`src/rtl/uart_rx_ctrl.sv`:
```
`default_nettype none
// ============================================================================
//  Module   : uart_rx_ctrl
//  Purpose  : Register-mapped controller for the uart_rx receiver. Drives the
//             receiver configuration from CTRL/BAUD, captures completed frames
//             into a circular RX FIFO, and exposes status, sticky error flags
//             and a registered level interrupt.
//  Revision : 1.0 - initial release
// ============================================================================
module uart_rx_ctrl #(
  parameter int unsigned FifoDepth  = 16,
  parameter logic [31:0] DefaultDiv = 32'd433
) (
  input  logic        clk_i,
  input  logic        rst_ni,
  input  logic        device_req_i,
  input  logic [31:0] device_addr_i,
  input  logic        device_we_i,
  input  logic [3:0]  device_be_i,
  input  logic [31:0] device_wdata_i,
  output logic        device_rvalid_o,
  output logic [31:0] device_rdata_o,
  output logic        rx_en_o,
  output logic [31:0] baud_rate_o,
  output logic [3:0]  data_size_o,
  output logic        parity_size_o,
  output logic        parity_type_o,
  output logic [1:0]  stop_size_o,
  input  logic [8:0]  rx_data_i,
  input  logic        rx_rdy_i,
  input  logic        rx_err_i,
  output logic        irq_o
);

  localparam int unsigned AW = $clog2(FifoDepth);
  localparam int unsigned CW = AW + 1;

  localparam logic [2:0] RegRdata  = 3'd0;
  localparam logic [2:0] RegStatus = 3'd1;
  localparam logic [2:0] RegCtrl   = 3'd2;
  localparam logic [2:0] RegBaud   = 3'd3;
  localparam logic [2:0] RegLevel  = 3'd4;

  localparam logic [CW-1:0] FullCount = CW'(FifoDepth);

  // Configuration registers
  logic          en_q,           en_d;
  logic [3:0]    data_size_q,    data_size_d;
  logic          parity_size_q,  parity_size_d;
  logic          parity_type_q,  parity_type_d;
  logic [1:0]    stop_size_q,    stop_size_d;
  logic          irq_en_level_q, irq_en_level_d;
  logic          irq_en_err_q,   irq_en_err_d;
  logic [3:0]    watermark_q,    watermark_d;
  logic [31:0]   baud_q,         baud_d;

  // FIFO bookkeeping and status
  logic [AW-1:0] wptr_q,  wptr_d;
  logic [AW-1:0] rptr_q,  rptr_d;
  logic [CW-1:0] count_q, count_d;
  logic          ovf_q,   ovf_d;
  logic          perr_q,  perr_d;
  logic          rdy_prev_q, rdy_prev_d;

  // Bus response and interrupt
  logic          rvalid_q, rvalid_d;
  logic [31:0]   rdata_q,  rdata_d;
  logic          irq_q,    irq_d;

  // Frame storage: {parity error, data[8:0]} per entry
  logic [9:0]    mem_q [FifoDepth];

  // Decode and datapath control signals
  logic [2:0]    sel;
  logic          wr_req;
  logic          rd_req;
  logic          empty;
  logic          full;
  logic          strobe;
  logic          flush;
  logic          pop;
  logic          push;
  logic          drop;
  logic [6:0]    level;
  logic [31:0]   rd_mux;

  // Address bits outside [4:2] carry no meaning for this block
  logic          unused_addr;
  assign unused_addr = ^{device_addr_i[31:5], device_addr_i[1:0]};

  // Bus decode, FIFO control and flag next-state logic
  always_comb begin
    sel    = device_addr_i[4:2];
    wr_req = device_req_i & device_we_i;
    rd_req = device_req_i & ~device_we_i;
    empty  = (count_q == '0);
    full   = (count_q == FullCount);
    level  = 7'(count_q);

    // Capture on the rising edge of the receiver's ready level so that one
    // high period of any length produces exactly one push.
    strobe = rx_rdy_i & ~rdy_prev_q;
    flush  = wr_req & (sel == RegCtrl) & device_be_i[3] & device_wdata_i[31];
    pop    = rd_req & (sel == RegRdata) & ~empty;
    // A pop in the same cycle frees the slot the push lands in, so a full
    // FIFO still accepts the frame; flush discards any same-cycle push.
    push   = strobe & ~flush & (~full | pop);
    drop   = strobe & ~flush & full & ~pop;

    rdy_prev_d = rx_rdy_i;

    // Pointer and occupancy update
    wptr_d  = wptr_q;
    rptr_d  = rptr_q;
    count_d = count_q;
    if (flush) begin
      wptr_d  = '0;
      rptr_d  = '0;
      count_d = '0;
    end else begin
      if (push) wptr_d = wptr_q + AW'(1);
      if (pop)  rptr_d = rptr_q + AW'(1);
      if (push && !pop)      count_d = count_q + CW'(1);
      else if (pop && !push) count_d = count_q - CW'(1);
    end

    // Sticky flags: a same-cycle set wins over a software clear
    ovf_d  = ovf_q;
    perr_d = perr_q;
    if (wr_req && (sel == RegStatus) && device_be_i[0]) begin
      if (device_wdata_i[2]) ovf_d  = 1'b0;
      if (device_wdata_i[3]) perr_d = 1'b0;
    end
    if (drop)               ovf_d  = 1'b1;
    if (strobe && rx_err_i) perr_d = 1'b1;
  end

  // Configuration register writes with byte enables
  always_comb begin
    en_d           = en_q;
    data_size_d    = data_size_q;
    parity_size_d  = parity_size_q;
    parity_type_d  = parity_type_q;
    stop_size_d    = stop_size_q;
    irq_en_level_d = irq_en_level_q;
    irq_en_err_d   = irq_en_err_q;
    watermark_d    = watermark_q;
    baud_d         = baud_q;
    if (wr_req && (sel == RegCtrl)) begin
      if (device_be_i[0]) begin
        en_d        = device_wdata_i[0];
        data_size_d = device_wdata_i[7:4];
      end
      if (device_be_i[1]) begin
        parity_size_d = device_wdata_i[8];
        parity_type_d = device_wdata_i[9];
        stop_size_d   = device_wdata_i[11:10];
      end
      if (device_be_i[2]) begin
        irq_en_level_d = device_wdata_i[16];
        irq_en_err_d   = device_wdata_i[17];
        watermark_d    = device_wdata_i[23:20];
      end
    end
    if (wr_req && (sel == RegBaud)) begin
      if (device_be_i[0]) baud_d[7:0]   = device_wdata_i[7:0];
      if (device_be_i[1]) baud_d[15:8]  = device_wdata_i[15:8];
      if (device_be_i[2]) baud_d[23:16] = device_wdata_i[23:16];
      if (device_be_i[3]) baud_d[31:24] = device_wdata_i[31:24];
    end
  end

  // Read mux, bus response and interrupt next-state
  always_comb begin
    rd_mux = 32'h0;
    case (sel)
      RegRdata:  rd_mux = empty ? 32'h8000_0000 : {22'h0, mem_q[rptr_q]};
      RegStatus: rd_mux = {28'h0, perr_q, ovf_q, full, empty};
      RegCtrl:   rd_mux = {8'h0, watermark_q, 2'b00, irq_en_err_q, irq_en_level_q,
                           4'h0, stop_size_q, parity_type_q, parity_size_q,
                           data_size_q, 3'b000, en_q};
      RegBaud:   rd_mux = baud_q;
      RegLevel:  rd_mux = {25'h0, level};
      default:   rd_mux = 32'h0;
    endcase

    rvalid_d = device_req_i;
    rdata_d  = rd_req ? rd_mux : 32'h0;

    irq_d = (irq_en_level_q & (level >= {3'b000, watermark_q}) & ~empty) |
            (irq_en_err_q & (ovf_q | perr_q));
  end

  // State registers with synchronous active-low reset
  always_ff @(posedge clk_i) begin
    if (!rst_ni) begin
      en_q           <= 1'b0;
      data_size_q    <= 4'd8;
      parity_size_q  <= 1'b0;
      parity_type_q  <= 1'b0;
      stop_size_q    <= 2'd1;
      irq_en_level_q <= 1'b0;
      irq_en_err_q   <= 1'b0;
      watermark_q    <= 4'd0;
      baud_q         <= DefaultDiv;
      wptr_q         <= '0;
      rptr_q         <= '0;
      count_q        <= '0;
      ovf_q          <= 1'b0;
      perr_q         <= 1'b0;
      rdy_prev_q     <= 1'b0;
      rvalid_q       <= 1'b0;
      rdata_q        <= 32'h0;
      irq_q          <= 1'b0;
    end else begin
      en_q           <= en_d;
      data_size_q    <= data_size_d;
      parity_size_q  <= parity_size_d;
      parity_type_q  <= parity_type_d;
      stop_size_q    <= stop_size_d;
      irq_en_level_q <= irq_en_level_d;
      irq_en_err_q   <= irq_en_err_d;
      watermark_q    <= watermark_d;
      baud_q         <= baud_d;
      wptr_q         <= wptr_d;
      rptr_q         <= rptr_d;
      count_q        <= count_d;
      ovf_q          <= ovf_d;
      perr_q         <= perr_d;
      rdy_prev_q     <= rdy_prev_d;
      rvalid_q       <= rvalid_d;
      rdata_q        <= rdata_d;
      irq_q          <= irq_d;
    end
  end

  // FIFO storage write; contents need no reset since count gates every read
  always_ff @(posedge clk_i) begin
    if (rst_ni && push) begin
      mem_q[wptr_q] <= {rx_err_i, rx_data_i};
    end
  end

  assign device_rvalid_o = rvalid_q;
  assign device_rdata_o  = rdata_q;
  assign rx_en_o         = en_q;
  assign baud_rate_o     = baud_q;
  assign data_size_o     = data_size_q;
  assign parity_size_o   = parity_size_q;
  assign parity_type_o   = parity_type_q;
  assign stop_size_o     = stop_size_q;
  assign irq_o           = irq_q;

endmodule
`default_nettype wire

```
`config.mk`:
```
export PLATFORM = sky130hd
export DESIGN_NAME = uart_rx_ctrl
export DESIGN_NICKNAME = d
export VERILOG_FILES = /design/src/rtl/uart_rx_ctrl.sv
export SDC_FILE = /design/constraint.sdc
export NUM_CORES = 1
export LEC_CHECK = 0
export CELL_PAD_IN_SITES_DETAIL_PLACEMENT = 0
export CELL_PAD_IN_SITES_GLOBAL_PLACEMENT = 1
export CORE_UTILIZATION = 42
export CTS_BUF_LIST = sky130_fd_sc_hd__clkbuf_8
export CTS_CLUSTER_DIAMETER = 30
export DETAILED_ROUTE_END_ITERATION = 10
export PLACE_DENSITY_LB_ADDON = 0.05
export REMOVE_ABC_BUFFERS = 1
export SLEW_MARGIN = 20
export SYNTH_ARGS = -nofsm -noshare
export SYNTH_HDL_FRONTEND = slang
export SYNTH_SLANG_ARGS = --single-unit
```
`constraint.sdc`:
```
create_clock -name clk_i -period 4 [get_ports clk_i]
set_clock_uncertainty 0.2 [all_clocks]
set_input_delay 1 -clock clk_i [delete_from_list [all_inputs] [get_ports clk_i]]
set_output_delay 1 -clock clk_i [all_outputs]
set_load 0.01 [all_outputs]
```
==> results by group, run 1 <==
Run status
  – Status: completed

Floorplan
  – Die area: 25000 µm²
  – CORE AREA: 23700 µm²
  – Die span in x: 158 µm
  – # rows: 56
  – Die Y: 158 µm
  – Initial Utilization: 43.2%
  – Boundary Pins: 158

Clock network
  – CTS tree: yes
  – Post-CTS sizing: 0
  – Clock sink count: 261
  – Clock Path Buffers: 3
  – Clk slew on worst S/H paths: 50 ps
  – CTS Buf Count: 54
  – Hold-fix buffers, CTS: 0
  – Clock root buffer: clkbuf_8
  – Post-CTS setup buffer count: 0
  – Clk_lat worst skew: 570 ps
  – H-tree depth: 2

Power
  – Pwr/cell area: 480 nW/µm²
  – Pwr Total: 6.50 mW
  – Worst vdd ir: 314 µV
  – Leakage dissipation: 5.01 nW

Job
  – Max cap viols: 0

Setup path
  – Max stage delay on crit path: 540 ps
  – Slowest library cell on the worst path: clkdlybuf4s50_1
  – Arr. time, crit path: 3720 ps
  – WP data required: 4240 ps
  – CP max FO: 5
  – CP endpoint kind: register
  – WS Path Type: in -> reg
  – Worst setup SP type: input port
  – CP Cell Sequence: clkdlybuf4s50_1 -> nand4b_1 -> o21a_1 -> nand2_1 -> inv_1 -> ha_1 -> inv_1 -> ha_1 -> a21o_1 -> a21oi_1 -> mux2i_1 -> mux2_2

Route
  – Antenna Violating Nets Remaining: 0
  – Total vias in the final route: 6371
  – First-pass DRT Iterations: 4
  – Vias per inst: 5.11
  – Post-Route WL: 24500 µm
  – DRC marker count from the first detailed-route iteration: 275
  – Routed length per instance: 19.6 µm
  – Residual DRC: 0

Yosys
  – Synth Cell Area: 10200 µm²
  – Yosys warns: 0
  – Yosys reg bits: 261
  – Part of the Yosys area used for sequential elements: 66.7%
  – Synth Area per Inst: 15.2 µm²
  – Mapped Cells: 674
  – Post-synth EDFFs: 160
  – Post-synth cell types: 51
  – Ys flop type: edfxtp_1
  – Post-synth ARST share: 0%

Placement
  – Pre-CTS setup slack: -42.8 ps
  – Post-DP HPWL: 16500 µm
  – GP Congestion: 0.828
  – Placed cell count: 1145
  – Number of I/O port buffers: 128

STA
  – Worst setup margin: 524 ps
  – Worst rel slew slack: 49.6%
  – Final worst path period share: 86.9%
  – Final Max Tran Viols: 0
  – Final setup viols: 0
  – Tmin final: 3480 ps
  – Fin. Hold Viols: 0
  – Worst Tran Pin Value: 755 ps
  – Unrepaired setup endpoints after global routing: no
  – F_max: 288 MHz

Cells and area
  – Non-filler cells in the finished layout: 1247
  – Share of cells above drive strength 1: 22.5%
  – Syn-to-layout area delta: 32.3%
  – Final nets: 979
  – Antenna diodes: 0
  – Commonest non-fill, non-tap cell in the layout: edfxtp_1
  – # fillers: 1981
  – Most frequent cells in the layout: edfxtp_1 (160), clkdlybuf4s50_1 (128), dfxtp_1 (100), mux2i_1 (83)

GRT
  – Gr usage total: 20.0%
  – Largest net degree at the start of global routing: 43
  – Initial antenna violation count: 0
  – Gr ovfl total: 0
  – First-pass GRT wire length: 36900 µm
  – Vias in the first global route: 6652

Worst hold path
  – Min-Delay Path Class: reg -> reg
worst max-delay path: cells and delay by family:
family / cells / cell delay [ps]
buffers and inverters: 3 / 740
and+or+nand+nor: 2 / 390
muxes: 2 / 550
adders and majority gates: 2 / 470
AOI/OAI and AO/OA: 3 / 570
final timing paths:
| path | startpoint | to | slack (ps) | cells past startpoint |
|---|---|---|---|---|
| worst min-delay path | baud_rate_o[14]$_SDFFE_PN0P_ | device_rdata_o[14]$_SDFF_PN0_ | 280 | 1 |
| worst min register to register | baud_rate_o[14]$_SDFFE_PN0P_ | device_rdata_o[14]$_SDFF_PN0_ | 280 | 1 |
| worst max-delay path | device_addr_i[2] | count_q[4]$_SDFFE_PP0P_ | 520 | 12 |
| worst max register to register | count_q[2]$_SDFFE_PP0P_ | count_q[4]$_SDFFE_PP0P_ | 670 | 11 |
logic make-up after synthesis:
group | after synthesis | synth area share [%]
buffers and inverters | 50 | 2.10
XOR/XNOR | 4 | 0.342
multiplexers | 128 | 17.5
AND/OR/NAND/NOR | 162 | 7.72
adder cells (fa/ha/maj) | 14 | 1.78
AO/OA/AOI/OAI | 55 | 3.95
flip-flops | 261 | 66.7
metrics by stage:
stage          setup TNS [ps]  utilization [%]  hold WS [ps]  instance area [µm²]
2_1_floorplan               0                -           259                10100
3_3_place_gp            -50.2             51.7           264                12200
3_5_place_dp            -42.8             51.7           271                12200
4_1_cts                     0             57.2           285                13500
5_1_grt                     0             57.2           305                13500
6_report                    0             57.2           284                13500
state kept, by name, summed over array words and instances, names as in the netlist, named ones only:
| register | cells |
|---|---|
| rx_en_o | 1 |
| mem_q | 160 |
| baud_rate_o | 32 |
| perr_q | 1 |
| rdy_prev_q | 1 |
| device_rvalid_o | 1 |
| device_rdata_o | 32 |
| ovf_q | 1 |
| irq_en_err_q | 1 |
| rptr_q | 4 |
| watermark_q | 4 |
| data_size_o | 4 |
| count_q | 5 |
| wptr_q | 4 |
| irq_o | 1 |
| parity_type_o | 1 |
| parity_size_o | 1 |
| irq_en_level_q | 1 |
| stop_size_o | 2 |
layer usage:
metal	track usage (%)	up-vias	routed length, µm
met4	8.10	0	578
met3	4.76	42	1530
met2	32.0	190	11300
met1	26.0	3136	11100
li1	-	3003	-
met5	0	-	0
cells in the mapped netlist (2+ instances only):
cell type  number  area [µm²]
buf_1           5        18.8
mux2i_1        83         831
clkinv_1        2        7.51
buf_2          10        50.1
and3b_1         2        17.5
ha_1           13         163
o31ai_1         9        67.6
mux2_2          5        56.3
a22oi_1         3        22.5
nand2_1        17        63.8
o21ai_0         6        30.0
clkbuf_1       17        63.8
inv_1          13        48.8
a21o_1          3        22.5
nor3_1         20         100
or3_1           6        37.5
edfxtp_1      160        4800
mux4_2         40         901
a2111oi_0       2        17.5
nor2b_1         5        31.3
a21oi_1        11        55.1
o21ai_1         2        10.0
buf_4           2        15.0
dfxtp_1       101        2020
o211ai_1        2        15.0
xor2_1          3        26.3
nand3_1        12        60.1
nor3b_1         3        22.5
or4_1           3        22.5
nor4_1          6        37.5
nor2_1         64         240
nand2b_1        3        18.8
and2_1         16         100
nand4_1         2        12.5
a31oi_1         2        12.5
o32a_1          6        60.1
area by class of cell:
cell class,count,area (µm²),area share [%]
Inverter,15,56.3,0.416
Multi-Input combinational cell,363,3230,23.8
Tap cell,319,399,2.95
Timing Repair Buffer,187,1740,12.8
Sequential cell,261,6830,50.4
Clock buffer,64,881,6.50
Clock inverter,38,419,3.09
power by group:
| part | switching (mW) | internal (mW) | total [mW] | leakage [nW] |
|---|---|---|---|---|
| Sequential | 0.0287 | 2.89 | 2.92 | 2.26 |
| Clock | 1.20 | 2.01 | 3.20 | 0.677 |
| Combinational | 0.198 | 0.182 | 0.380 | 2.08 |
Note: power is estimated with default switching activity, not from simulation.
==> run 2: changes to the inputs <==
--- a/config.mk
+++ b/config.mk
@@ -7,6 +7,7 @@
 export LEC_CHECK = 0
 export CELL_PAD_IN_SITES_DETAIL_PLACEMENT = 0
 export CELL_PAD_IN_SITES_GLOBAL_PLACEMENT = 1
+export CORE_MARGIN = 1
 export CORE_UTILIZATION = 42
 export CTS_BUF_LIST = sky130_fd_sc_hd__clkbuf_8
 export CTS_CLUSTER_DIAMETER = 30
==> results of run 2 <==
Final layout, timing and power as in run 1 (identical DEF).
==> run 3: changes to the inputs <==
--- a/config.mk
+++ b/config.mk
@@ -8,7 +8,7 @@
 export CELL_PAD_IN_SITES_DETAIL_PLACEMENT = 0
 export CELL_PAD_IN_SITES_GLOBAL_PLACEMENT = 1
 export CORE_MARGIN = 1
-export CORE_UTILIZATION = 42
+export CORE_UTILIZATION = 40
 export CTS_BUF_LIST = sky130_fd_sc_hd__clkbuf_8
 export CTS_CLUSTER_DIAMETER = 30
 export DETAILED_ROUTE_END_ITERATION = 10
==> results by group, run 3 (synthesis results as in run 1) <==
GRT
  – Vias in the first global route: 6608 (-0.66%)
  – Gr ovfl total: 0 (unchanged)
  – First-pass GRT wire length: 38500 µm (+4.2%)
  – Largest net degree at the start of global routing: 43 (unchanged)
  – Gr usage total: 19.6% (-0.36 points)
  – Initial antenna violation count: 0 (unchanged)

Route
  – Vias per inst: 5.11 (about the same)
  – Routed length per instance: 20.0 µm (+1.9%)
  – Post-Route WL: 25100 µm (+2.5%)
  – Antenna Violating Nets Remaining: 0 (unchanged)
  – Residual DRC: 0 (unchanged)
  – First-pass DRT Iterations: 4 (unchanged)
  – DRC marker count from the first detailed-route iteration: 384 (+40%)
  – Total vias in the final route: 6412 (+0.64%)

Clock network
  – Clock root buffer: clkbuf_8
  – Clk slew on worst S/H paths: 50 ps (about the same)
  – CTS Buf Count: 58 (+7.4%)
  – Clk_lat worst skew: 580 ps (about the same)
  – CTS tree: yes
  – Post-CTS setup buffer count: 0 (unchanged)
  – Clock sink count: 261 (unchanged)
  – Post-CTS sizing: 0 (unchanged)
  – Clock Path Buffers: 3 (unchanged)
  – H-tree depth: 2 (unchanged)
  – Hold-fix buffers, CTS: 0 (unchanged)

Placement
  – Placed cell count: 1147 (+0.17%)
  – Post-DP HPWL: 16300 µm (-1.2%)
  – Number of I/O port buffers: 128 (unchanged)
  – GP Congestion: 0.762 (-8.0%)
  – Pre-CTS setup slack: -76.6 ps (-33.8 ps)
  – Area after DPL: 12200 µm² (-0.54%)

Run status
  – Status: completed

Cells and area
  – Design area: 13600 µm² (+0.41%)
  – Syn-to-layout area delta: 32.8%
  – Share of cells above drive strength 1: 22.0% (-0.55 points)
  – Commonest non-fill, non-tap cell in the layout: edfxtp_1
  – # fillers: 2049 (+3.4%)
  – Antenna diodes: 0 (unchanged)
  – Most frequent cells in the layout: edfxtp_1 (160), clkdlybuf4s50_1 (128), dfxtp_1 (100), mux2i_1 (83), clkbuf_8 (72)
  – Reg with most FFs: mem_q
  – Max reg flops: 160 (unchanged)
  – Non-filler cells in the finished layout: 1254 (+0.56%)
  – Final nets: 974 (-0.51%)

Floorplan
  – Die span in x: 162 µm (+2.4%)
  – Die area: 26300 µm² (+4.9%)
  – # rows: 58 (+3.6%)
  – Initial Utilization: 40.7% (-2.6 points)
  – CORE AREA: 25200 µm² (+6.3%)
  – Die Y: 162 µm (+2.4%)
  – Boundary Pins: 158 (unchanged)

STA
  – Unrepaired setup endpoints after global routing: no
  – Fin. Hold Viols: 0 (unchanged)
  – Worst setup margin: 525 ps (+1.33 ps)
  – Final worst path period share: 86.9% (about the same)
  – F_max: 288 MHz (about the same)
  – Tmin final: 3470 ps (-1.33 ps)
  – Worst rel slew slack: 40.8% (-8.9 points)
  – Final setup viols: 0 (unchanged)
  – Setup TNS: 0 ps (unchanged)
  – Hold slack: 288 ps (+4.27 ps)
  – Final Max Tran Viols: 0 (unchanged)
  – Worst Tran Pin Value: 889 ps (+133 ps)

Setup path
  – CP max FO: 4 (-1)
  – Worst setup SP type: input port
  – WS Path Type: in -> reg
  – Arr. time, crit path: 3740 ps (+20 ps)
  – WP data required: 4260 ps (+20 ps)
  – CP endpoint kind: register

Job
  – Max cap viols: 0 (unchanged)

Power
  – Internal: 5.34 mW (+5.3%)
  – Switch Pwr: 1.45 mW (+1.8%)
  – Pwr/cell area: 500 nW/µm² (+4.1%)
  – Switching share of power: 21.4% (-0.58 points)
  – Combinational power share: 5.6% (-0.2 points)
  – Clock power frac: 51.4% (+2.1 points)
  – Worst vdd ir: 257 µV (-18%)
  – Leakage dissipation: 5.02 nW (+0.26%)
  – Sequential power share: 42.9% (-2.0 points)

Worst hold path
  – Min-Delay Path Class: reg -> reg
run 3: changes by cell type in the layout (fill, tap and decap cells not counted), sizes merged:
| cell | before | now |
|---|---|---|
| buf | 59 | 50 |
| bufinv | 8 | 10 |
| clkbuf | 64 | 72 |
| clkinv | 15 | 19 |
| clkinvlp | 7 | 3 |
| inv | 23 | 18 |
run 3: per-layer routing:
metal / up-vias / track usage (%) / wire (µm)
met2: 212 / 31.7 / 11800
met4: 0 / 7.55 / 578
met5: - / 0 / 0
li1: 2985 / - / -
met3: 54 / 4.11 / 1480
met1: 3161 / 25.9 / 11200
run 3: path summary, 6_finish.rpt:
kind                           startpoint                            end  slack [ps]  depth (start not counted)
max                          device_req_i        count_q[4]$_SDFFE_PP0P_         530                         12
min          baud_rate_o[15]$_SDFFE_PN0P_  device_rdata_o[15]$_SDFF_PN0_         290                          1
max reg2reg       count_q[2]$_SDFFE_PP0P_        count_q[4]$_SDFFE_PP0P_         640                         11
min reg2reg  baud_rate_o[15]$_SDFFE_PN0P_  device_rdata_o[15]$_SDFF_PN0_         290                          1
run 3: metrics by stage:
| stage | utilization, % | power, mW |
|---|---|---|
| 6_report | 54.0 | 6.79 |
| 5_1_grt | 54.0 | 7.04 |
| 4_1_cts | 54.0 | 6.89 |
| 3_5_place_dp | 48.4 | 3.35 |
| 3_3_place_gp | 48.4 | 3.34 |
| 2_1_floorplan | - | 3.15 |
run 3: area by class of cell:
cell class	instances	area (µm²)	area share, %
clock buffers	72	991	7.29
clock inverters	35	430	3.16
inverters	15	56.3	0.414
multi-input cells	363	3230	23.7
flip-flops and latches	261	6830	50.2
well taps	330	413	3.04
repair buffers	178	1660	12.2
run 3: critical path, stage by stage:
cell             delay, ps
clkdlybuf4s50_1        520
nor2b_1                270
a211o_1                190
nand2_1                 80
inv_1                   60
ha_1                   160
inv_1                  100
fa_1                   450
a21o_1                 170
a21oi_1                170
mux2i_1                220
mux2_2                 340
run 3: power by group through the flow:
stage	registers, mW	logic [mW]	clock network [mW]
floorplan	2.97	0.178	0
global placement	2.97	0.374	0
detailed placement	2.97	0.383	0
CTS	2.92	0.386	3.58
global route	2.92	0.422	3.70
finish	2.92	0.383	3.49
